<file path="src/rtl/ysyx_24090003_regfile_sb.sv">
// GPR file with combinational read ports, optional writeback bypass and a per-register busy scoreboard.
// Zero-latency reads; issue stalls (o_iss_ready low) on a WAW hazard unless a same-cycle writeback releases it.
module ysyx_24090003_regfile_sb #(
  parameter int DATA_W = 32,
  parameter int ADDR_W = 5,
  parameter int NUM_RD = 2,
  parameter int BYPASS = 1
) (
  input  logic                       i_clk,
  input  logic                       i_rst,
  input  logic [NUM_RD*ADDR_W-1:0]   i_rs_addr,
  output logic [NUM_RD*DATA_W-1:0]   o_rs_data,
  output logic [NUM_RD-1:0]          o_rs_busy,
  input  logic                       i_iss_valid,
  input  logic [ADDR_W-1:0]          i_iss_rd,
  output logic                       o_iss_ready,
  input  logic                       i_wb_valid,
  input  logic [ADDR_W-1:0]          i_wb_rd,
  input  logic [DATA_W-1:0]          i_wb_data,
  output logic                       o_init_done,
  output logic [(1<<ADDR_W)-1:0]     o_busy_vec
);

  localparam int NREG = 1 << ADDR_W;
  localparam logic [0:0] S_INIT = 1'b0;
  localparam logic [0:0] S_RUN  = 1'b1;
  localparam logic [ADDR_W-1:0] LAST_IDX = {ADDR_W{1'b1}};
  localparam logic [ADDR_W-1:0] ONE_IDX  = {{(ADDR_W-1){1'b0}}, 1'b1};

  logic [0:0]        r_state;
  logic [ADDR_W-1:0] r_cnt;
  logic [DATA_W-1:0] r_regs [NREG];
  logic [NREG-1:0]   r_busy;

  logic            w_run;
  logic            w_iss_acc;
  logic            w_wb_we;
  logic [NREG-1:0] w_busy_nxt;

  assign w_run       = (r_state == S_RUN);
  assign o_init_done = w_run;
  assign o_busy_vec  = r_busy;

  // A writeback to the stalled destination frees it in the same cycle.
  assign o_iss_ready = w_run & ((i_iss_rd == '0) | ~r_busy[i_iss_rd] |
                                (i_wb_valid & (i_wb_rd == i_iss_rd)));
  assign w_iss_acc   = i_iss_valid & o_iss_ready & (i_iss_rd != '0);
  assign w_wb_we     = w_run & i_wb_valid & (i_wb_rd != '0);

  // Issue is applied after writeback so a same-cycle pair leaves the register busy.
  always_comb begin
    w_busy_nxt = r_busy;
    if (w_wb_we)   w_busy_nxt[i_wb_rd]  = 1'b0;
    if (w_iss_acc) w_busy_nxt[i_iss_rd] = 1'b1;
    w_busy_nxt[0] = 1'b0;
  end

  always_ff @(posedge i_clk) begin
    if (i_rst) begin
      r_state <= S_INIT;
      r_cnt   <= '0;
      r_busy  <= '0;
    end else if (r_state == S_INIT) begin
      r_cnt <= r_cnt + ONE_IDX;
      if (r_cnt == LAST_IDX) r_state <= S_RUN;
    end else begin
      r_busy <= w_busy_nxt;
    end
  end

  always_ff @(posedge i_clk) begin
    if (!i_rst) begin
      if (r_state == S_INIT)
        r_regs[r_cnt] <= '0;
      else if (w_wb_we)
        r_regs[i_wb_rd] <= i_wb_data;
    end
  end

  for (genvar k = 0; k < NUM_RD; k++) begin : g_rd
    logic [ADDR_W-1:0] w_addr;
    logic              w_byp;
    assign w_addr = i_rs_addr[k*ADDR_W +: ADDR_W];
    assign w_byp  = (BYPASS != 0) && i_wb_valid && (i_wb_rd == w_addr);
    assign o_rs_data[k*DATA_W +: DATA_W] =
      (!w_run || (w_addr == '0)) ? '0 : (w_byp ? i_wb_data : r_regs[w_addr]);
    assign o_rs_busy[k] = w_run && (w_addr != '0) && !w_byp && r_busy[w_addr];
  end

endmodule

</file>
<file path="config.mk">
export PLATFORM = sky130hd
export DESIGN_NAME = ysyx_24090003_regfile_sb
export DESIGN_NICKNAME = d
export VERILOG_FILES = /design/src/rtl/ysyx_24090003_regfile_sb.sv
export SDC_FILE = /design/constraint.sdc
export NUM_CORES = 1
export LEC_CHECK = 0
export BUFFER_PORTS_ARGS = -buffer_cell sky130_fd_sc_hd__buf_4
export CORE_ASPECT_RATIO = 1.2
export CORE_UTILIZATION = 33
export CTS_CLUSTER_DIAMETER = 40
export DETAILED_ROUTE_END_ITERATION = 7
export PLACE_DENSITY = 0.46
export SYNTH_ARGS = -nofsm -noshare
export SYNTH_HDL_FRONTEND = slang
export SYNTH_SLANG_ARGS = --single-unit
</file>
<file path="constraint.sdc">
create_clock -name i_clk -period 4.7 [get_ports i_clk]
set_clock_uncertainty 0.1 [all_clocks]
set_input_delay 0.705 -clock i_clk [delete_from_list [all_inputs] [get_ports i_clk]]
set_output_delay 0.705 -clock i_clk [all_outputs]
set_load 0.03 [all_outputs]
</file>
Word-level counts from Yosys, hierarchy flattened:

Memories as Yosys holds them, arrays and structs flattened.
Index checks and enable logic that the tools add are counted.

* memories kept: 1
* memory bits (writable): 1024
* logic and storage cells: 78
* input bits: 56
* register bits after elaboration: 37

* order comparisons: 6
* reductions and logical operators: 23
* mux-type cells: 28
* bitwise gates (word level): 12
* eq/ne operators: 4
* add/sub/neg operators: 1

Memory list
* r_regs: words 32, width 32, read ports 2, clocked after memory_dff 0, write ports 1, RTL line 32 `logic [DATA_W-1:0] r_regs [NREG];`

Operators by type and width (number)
* $mux 32: 7
* $and 32x32->32: 1
* $not 32->32: 1
* $or 32x32->32: 1
* $reduce_or 32->1: 1
* $lt 5x6->1 const B: 4
* $reduce_bool 5->1: 4
* $bmux 1 s5: 3
* $eq 5x5->1: 3
* $logic_not 5->1: 3
* $mux 1: 15
* $demux 1 s5: 2
* $ge 5x1->1 const B: 2
* $logic_and 1x1->1: 10
* $and 1x1->1: 6
* $add 5x1->5 const B: 1
* $eq 5x5->1 const B: 1
* $mux 5: 1
* $logic_not 1->1: 3
* $logic_or 1x1->1: 2
* $or 1x1->1: 2
* $not 1->1: 1

Longest topological paths before layout:

Gate-level depths: netlist of run 1.

* word-level depth: 9
* mapped depth: 10
* depth with buffers taken out: 5

Worst setup path before layout of run 1:

OpenSTA, ideal clock, no wires.

* path type: input -> register
* start: in i_wb_rd[2]
* end: mem r_regs[27][0] (enable)
* buffers on the path: 1
* arrival time: 3347 ps
* setup time: 421 ps
* cell stages on the path: 6
* setup slack: 832 ps
* cells stage by stage: clkbuf_1 > nor4_1 > a211oi_2 > mux2_2 > nand2_1 > nor2_1

* cells in the longest elaborated chain, start to end: 8
* elaborated cells between the ends (all ways): 9

RTL lines
* start: declaration: RTL line 18 `input logic [ADDR_W-1:0] i_wb_rd,`
* $reduce_bool 5->1: RTL line 48 `assign w_wb_we = w_run & i_wb_valid & (i_wb_rd != '0);`
* $and 1x1->1: RTL line 48
* $mux 1: RTL line 75 `else if (w_wb_we)`
* $mux 1: RTL line 73 `if (r_state == S_INIT)`
* $mux 1: RTL line 72 `if (!i_rst) begin`
* $mux 1 (not written as such): RTL line 76 `r_regs[i_wb_rd] <= i_wb_data;`
* $reduce_or 32->1 (no line)
* $mux 5 (no line) / $mux 1 (equally long branches)
* end: declaration: RTL line 32

Parallel ways exist; a longest one is shown, timed or not.

Final worst setup path of run 1:

* start: in i_rs_addr[8]
* end: out o_rs_data[34]

* cells in the longest elaborated chain, start to end: 4
* elaborated cells between the ends (all ways): 7

RTL lines
* start: declaration: RTL line 11 `input logic [NUM_RD*ADDR_W-1:0] i_rs_addr,`
* branches (longest 3 deep; another with $mem_v2 32x32)
* $mux 32 *: RTL line 86 `(!w_run || (w_addr == '0)) ? '0 : (w_byp ? i_wb_data : r_regs[w_addr]);`
* end: declaration: RTL line 12 `output logic [NUM_RD*DATA_W-1:0] o_rs_data,`

Every way passes the cells marked *.

==> results.md, run 1 <==
- TritonRoute pass-1 iters: 8
- Synthesized Nets: approximately 3.1k
- Share of cells above drive strength 1: 31.6%
- Largest net degree at the start of global routing: between 60 and 70
- First-pass GRT wire length: 273000 µm
- Core area: around 0.15 mm²
- Largest cells by area after synthesis: edfxtp_1 (60%), mux4_2 (16%), mux2i_1 (5.7%), a221oi_1 (1.6%), a22oi_1 (1.5%)
- Die height: ~430 µm
- Maximum level of the CTS H-tree: 4
- RD Place Congestion: about 0.85
- Clock Tree Root: clkbuf_16
- DR WL/cell: roughly 36 µm
- Total Power: around 23 mW
- Max Fanout on Critical Path: 20
- Crit path kind: in2out
- CP Launch Type: primary input
- RSZ-0062 raised after global routing: false
- Post-synth EDFFs: around 1k
- Peak supply drop: around 270 µV
- Clock latency at the later pin of the worst-skew pair: 0.77 ns
- Min-delay worst type: in2reg
- Antenna-violating nets left: 0
- Total wire length: around 200000 µm
- CTS tree: done
- Busiest grt layer: met2
- Yosys reg bits: between 1k and 1.5k
- Yosys top cell by area: edfxtp_1
- Crit share post-route: approximately nine tenths
- Number of DRC markers in iteration 0: between 3k and 4k
- Drc violations: 1
- Post-CTS Repair Setup Buffers: 0
- Post-synth ARST share: 0%
- Port bufs: roughly 150
- Mapped Area: about 0.051 mm²
- Tmin final: 4.26 ns
- Number of global-route vias before repair: approximately 34k
- Tightest Pin Transition: 1.12 ns
- Total global-route track usage: 25.0%
- Maximum root-to-sink buffer count: 3
- Final Max Slew Viols: 0
- Syn avg cell area: about 17 µm²
- DR vias/cell: about 6.1
- Starting Density: between 30% and 40%
- Worst setup EP type: output port
- Layout area overhead: 18.8%
- Io pins: ~160
- Clock sink total: between 1k and 1.5k
- Total gr overflow: 0
- Failing checks: design-rule violations
- Top FF cell, synth: edfxtp_1
- # resized after CTS: 0
- Slew Limit Headroom: 25.3%
- GR Util met1: between 30% and 40%
- Post-Synthesis Cells: roughly 3.1k
- Core Rows: approximately 160
- Num CTS Buffers: between 100 and 150
- Seq/Total Area, Yosys: between 60% and 70%
- NumNets Final: around 3.4k
- Max-Cap Viols: 0
- Grt met2 use: 43.3%
- M3 GR Usage: approximately 4.4%
- Hold_buf cts: 0
- Final setup fails: 0
- # fillers: about 14k
- Status: finished with violations
- Cell Pwr Density: approximately 370 mW/mm²
- Critical Path RT: roughly 4 ns
- Placed wire-length estimate: 116000 µm
- CP arrival: 3.46 ns
- DIE AREA: ~0.16 mm²
- Vias post-DR: approximately 33k
- Die Width: between 300 and 400 µm
- Ys Warns: 0
- Post-synth cell types: 73
- Antenna violations before repair: 5
- Synth top area share: 59.7%
- P_leak: between 15 and 20 nW
- Final Hold Vio Count: 0
- Setup TNS after final layout: 0 ns
- CTS clk-pin slew, worst paths: ~0.05 ns
- Max Freq: around 230 MHz
[registers in the layout (all words and copies together) (netlist names)]
| register | flops |
|---|---|
| o_busy_vec | 31 |
| o_init_done | 1 |
| r_cnt | 5 |
| r_regs | 1024 |
[placed cells by master, fill, tap and decap left out, types with 27 or more instances in the layout]
cell type  instances
mux2i_1          291
nor2_1            47
nor2b_1           27
edfxtp_1        1024
nor2_4            36
nand3_1           34
a221oi_1          93
a21oi_1           99
clkbuf_16        146
dfxtp_1           37
and2_1            36
a32o_1            33
nand2_1           83
a22oi_1          102
buf_4            270
buf_12            62
mux4_2           373
o21ai_0          102
mux2_2            66
a211o_1           32
[where the power goes]
group	switching (mW)	internal, mW	total, mW
Combinational	0.953	0.591	1.54
Clock	4.33	6.48	10.8
Sequential	0.0293	10.3	10.3
[metrics by stage]
step	hold slack [ns]	cell area (µm²)	utilization, %	worst slack (ns)	cells
finish	0.262	61200	39.6	0.440	5488
global route	0.248	61100	39.6	0.462	5485
CTS	0.208	61100	39.6	0.539	5485
detailed placement	0.481	56500	36.5	0.564	5231
global placement	0.459	56500	36.5	0.516	5231
floorplan	0.432	51500	-	0.832	3075
[synth_stat cells (10+ instances only)]
cell	instances
mux2i_1	291
a222oi_1	18
a32o_1	33
and3_1	10
nand4_1	19
mux2_2	66
o221ai_1	17
buf_4	19
inv_1	10
o22ai_1	15
a22oi_1	102
dfxtp_1	37
o21ai_0	102
nand2_1	83
nor2_1	83
xnor2_1	14
a31oi_1	17
mux4_2	373
a221oi_1	93
a211oi_1	14
nor3_1	16
buf_2	97
o211ai_1	20
nand3_1	34
a211o_1	32
buf_1	10
a21oi_1	99
clkbuf_1	125
and2_1	37
nor2b_1	30
or3_1	10
o21a_1	10
edfxtp_1	1024
[critical path, stage by stage]
cell and delay [ns]:
buf_4 0.42, buf_4 0.31, xnor2_1 0.14, nand3_1 0.09, nor3_1 0.37, nor3b_2 0.47, buf_12 0.30, a32o_1 0.37
buf_4 0.23
[layer usage]
layer	vias to the layer above	wire, µm
met4	2	6940
li1	13500	-
met2	1644	99800
met1	17900	76500
met3	327	14200
met5	-	15
[final timing paths]
kind	start	to	slack, ns	cells after the start
setup / recovery	i_rs_addr[8]	o_rs_data[34]	0.44	9
hold / removal	i_iss_rd[3]	o_busy_vec[25]	0.26	3
setup reg to reg	o_init_done	r_regs[9][14]	1.27	6
hold reg to reg	r_cnt[1]	r_cnt[1]	0.49	2
[cell families after synthesis]
family / synth area share (%)
xor+xnor: 0.306
simple gates: 3.88
other cells: 0.00729
mux: 23.6
buf+inv: 2.47
compound gates: 8.47
flops: 61.2
fa+ha+maj: 0.0486
[layout make-up]
type                       count  area, µm²  share of cell area [%]
antenna                        3       7.51                  0.0123
clock buffer                 157       3690                    6.04
clock inverter                97        972                    1.59
inverter                      10       38.8                  0.0634
multi-input combinational   1744      19000                    31.1
sequential                  1061      31500                    51.5
tap                         2080       2600                    4.26
timing repair buffer         336       3330                    5.44
(Power assumes the default switching activity.)
==> run 2, diff against run 1 <==
- BUFFER_PORTS_ARGS: -buffer_cell sky130_fd_sc_hd__buf_4 -> unset
- DONT_BUFFER_PORTS: unset -> 1
- PLACE_DENSITY: 0.46 -> 0.45
- SKIP_CTS_REPAIR_TIMING: unset -> 1
==> run 2 against run 1 <==
Effect of this change:
- the flow now finishes without violations
- non-clock buffer count is 205 lower
- utilization is 0.80 points lower
- sequential share of layout area is 1.1 points higher
- worst setup slack worse by 0.0044 ns
- flip-flop and latch count stayed put
- total power is 2.0% higher
- count of clock-buffer cells in the layout is 8 higher
- maximum frequency is 0.10% lower
- die area stayed put
- clock power is 8% higher
- sequential power hardly changed
- first-iteration DRC count is 12% lower
==> results.md, run 2 (synthesis gave the netlist of run 1 again) <==
- Status: finished, final reports clean
- CTS tree: done
- Number of DRC markers in iteration 0: 3418 (-12%)
- Layout area overhead: 16.4%
- Peak supply drop: 312 µV (+18%)
- Starting Density: 33.3% (unchanged)
- Maximum root-to-sink buffer count: 3 (unchanged)
- Placed insts: 5020 (-4.0%)
- Placement Setup Slack: 0.686 ns (+0.122 ns)
- Busiest grt layer: met2
- Num CTS Buffers: 148 (+5.0%)
- Clock sink total: 1061 (unchanged)
- RSZ-0062 raised after global routing: false
- M3 GR Usage: 5.02% (+0.60 points)
- Core Rows: 158 (unchanged)
- RD Place Congestion: 0.846 (-0.98%)
- Max Freq: 234 MHz (-0.10%)
- Total global-route track usage: 24.4% (-0.60 points)
- DR vias/cell: 6.17 (+1.4%)
- Final setup fails: 0 (unchanged)
- Largest register FFs: 1024 (unchanged)
- NumNets Final: 3154 (-5.9%)
- Worst setup EP type: output port
- Critical Path RT: 3.89 ns (about the same)
- Cell Pwr Density: 386 mW/mm² (+4.1%)
- Die Width: 363 µm (unchanged)
- Clock Tree Root: clkbuf_16
- Io pins: 156 (unchanged)
- Number of global-route vias before repair: 33.6k (-2.2%)
- CP arrival: 3.46 ns (about the same)
- Placed wire-length estimate: 107000 µm (-7.5%)
- Die height: 435 µm (unchanged)
- Setup TNS after final layout: 0 ns (unchanged)
- Tightest Pin Transition: 1.20 ns (+0.0894 ns)
- Maximum level of the CTS H-tree: 4 (unchanged)
- Most frequent cells in the layout: edfxtp_1 (1024), mux4_2 (373), mux2i_1 (291), clkbuf_16 (155)
- Grt met2 use: 41.7% (-1.5 points)
- TritonRoute pass-1 iters: 6 (-2)
- Drc violations: 0 (-1)
- Slew Limit Headroom: 19.7% (-5.6 points)
- Crit path kind: in2out
- Core area: 0.155 mm² (unchanged)
- Largest net degree at the start of global routing: 360 (+460%)
- Vias post-DR: 32.7k (-2.1%)
- DIE AREA: 0.158 mm² (unchanged)
- Port bufs: 0 (-100%)
- First-pass GRT wire length: 268000 µm (-2.1%)
- CTS clk-pin slew, worst paths: 0.04 ns (about the same)
- Clock latency at the later pin of the worst-skew pair: 0.77 ns (about the same)
- Final Hold Vio Count: 0 (unchanged)
- Antenna violations before repair: 5 (unchanged)
- # fillers: 14.1k (-0.15%)
- Antenna-violating nets left: 0 (unchanged)
- Crit share post-route: 90.7% (+0.093 points)
- Max-Cap Viols: 0 (unchanged)
- Total gr overflow: 0 (unchanged)
- P_leak: 17.9 nW (-4.8%)
- CP Launch Type: primary input
- Share of cells above drive strength 1: 27.6% (-3.9 points)
- Largest Register: r_regs
- Min-delay worst type: in2reg
- Total Power: 23.1 mW (+2.0%)
- Total wire length: 195000 µm (-1.5%)
- Max Fanout on Critical Path: 92 (+360%)
- Final Max Slew Viols: 0 (unchanged)
- GR Util met1: 30.3% (-0.99 points)
- Layout Cells excl Fill: 5300 (-3.4%)
- Tmin final: 4.26 ns (+0.00439 ns)
- Final WS setup: 0.435 ns (-0.00439 ns)
- Leading cell type in the layout, fill and taps excluded: edfxtp_1
- DR WL/cell: 36.7 µm (+2.0%)
[run 2: changes by cell type in the layout (fill, tap and decap cells not counted), moves of 2 or more]
cell           before  now
buf_16              0    2
buf_12             62   43
clkbuf_16         146  155
inv_6              16   27
clkinv_8            1    4
bufinv_16          14   20
clkinv_1           17   13
clkinv_2           24   16
buf_8               3    0
clkinv_4            9   12
clkinvlp_4         13   11
buf_4             270   82
dlygate4sd3_1       0    2
[run 2: per-stage QoR]
stage	hold WS (ns)	util (%)	area, µm²
2_1_floorplan	0.432	-	51500
3_3_place_gp	0.467	35.3	54600
6_report	0.0305	38.8	59900
5_1_grt	0.00459	38.8	59900
4_1_cts	-0.154	38.7	59800
3_5_place_dp	0.474	35.3	54600
[run 2: path summary, 6_finish.rpt]
kind | startpoint | end | slack (ns) | depth (start not counted)
worst max-delay path | i_rs_addr[0] | o_rs_data[8] | 0.44 | 7
worst min register to register | r_cnt[1] | r_cnt[1] | 0.48 | 2
worst min-delay path | i_wb_rd[4] | o_busy_vec[2] | 0.03 | 2
worst max register to register | o_init_done | r_regs[3][18] | 1.31 | 7
[run 2: where the power goes]
group	switching [mW]	internal, mW	leakage (nW)
registers	0.0336	10.3	8.34
logic	0.587	0.509	7.06
clock network	4.55	7.15	2.50
[run 2: layout make-up]
cell class,count,area [µm²],area share (%)
clock buffers,165,3870,6.47
well taps,2080,2600,4.34
flip-flops and latches,1061,31500,52.6
multi-input cells,1744,19000,31.8
clock inverters,107,1280,2.13
diodes,2,5.00,0.00835
inverters,10,38.8,0.0647
repair buffers,131,1600,2.67
[run 2: critical path, cell delays in order]
cell      delay (ns)
buf_16          0.42
buf_16          0.56
mux2i_1         0.16
a221oi_1        0.74
o21ai_0         0.17
a21oi_1         0.18
a211o_1         0.35
[run 2: metal layers]
metal,up-vias,part of all wire [%]
met5,-,0
met2,1515,50
met4,0,3.8
met1,17700,39
li1,13100,-
met3,356,7.0
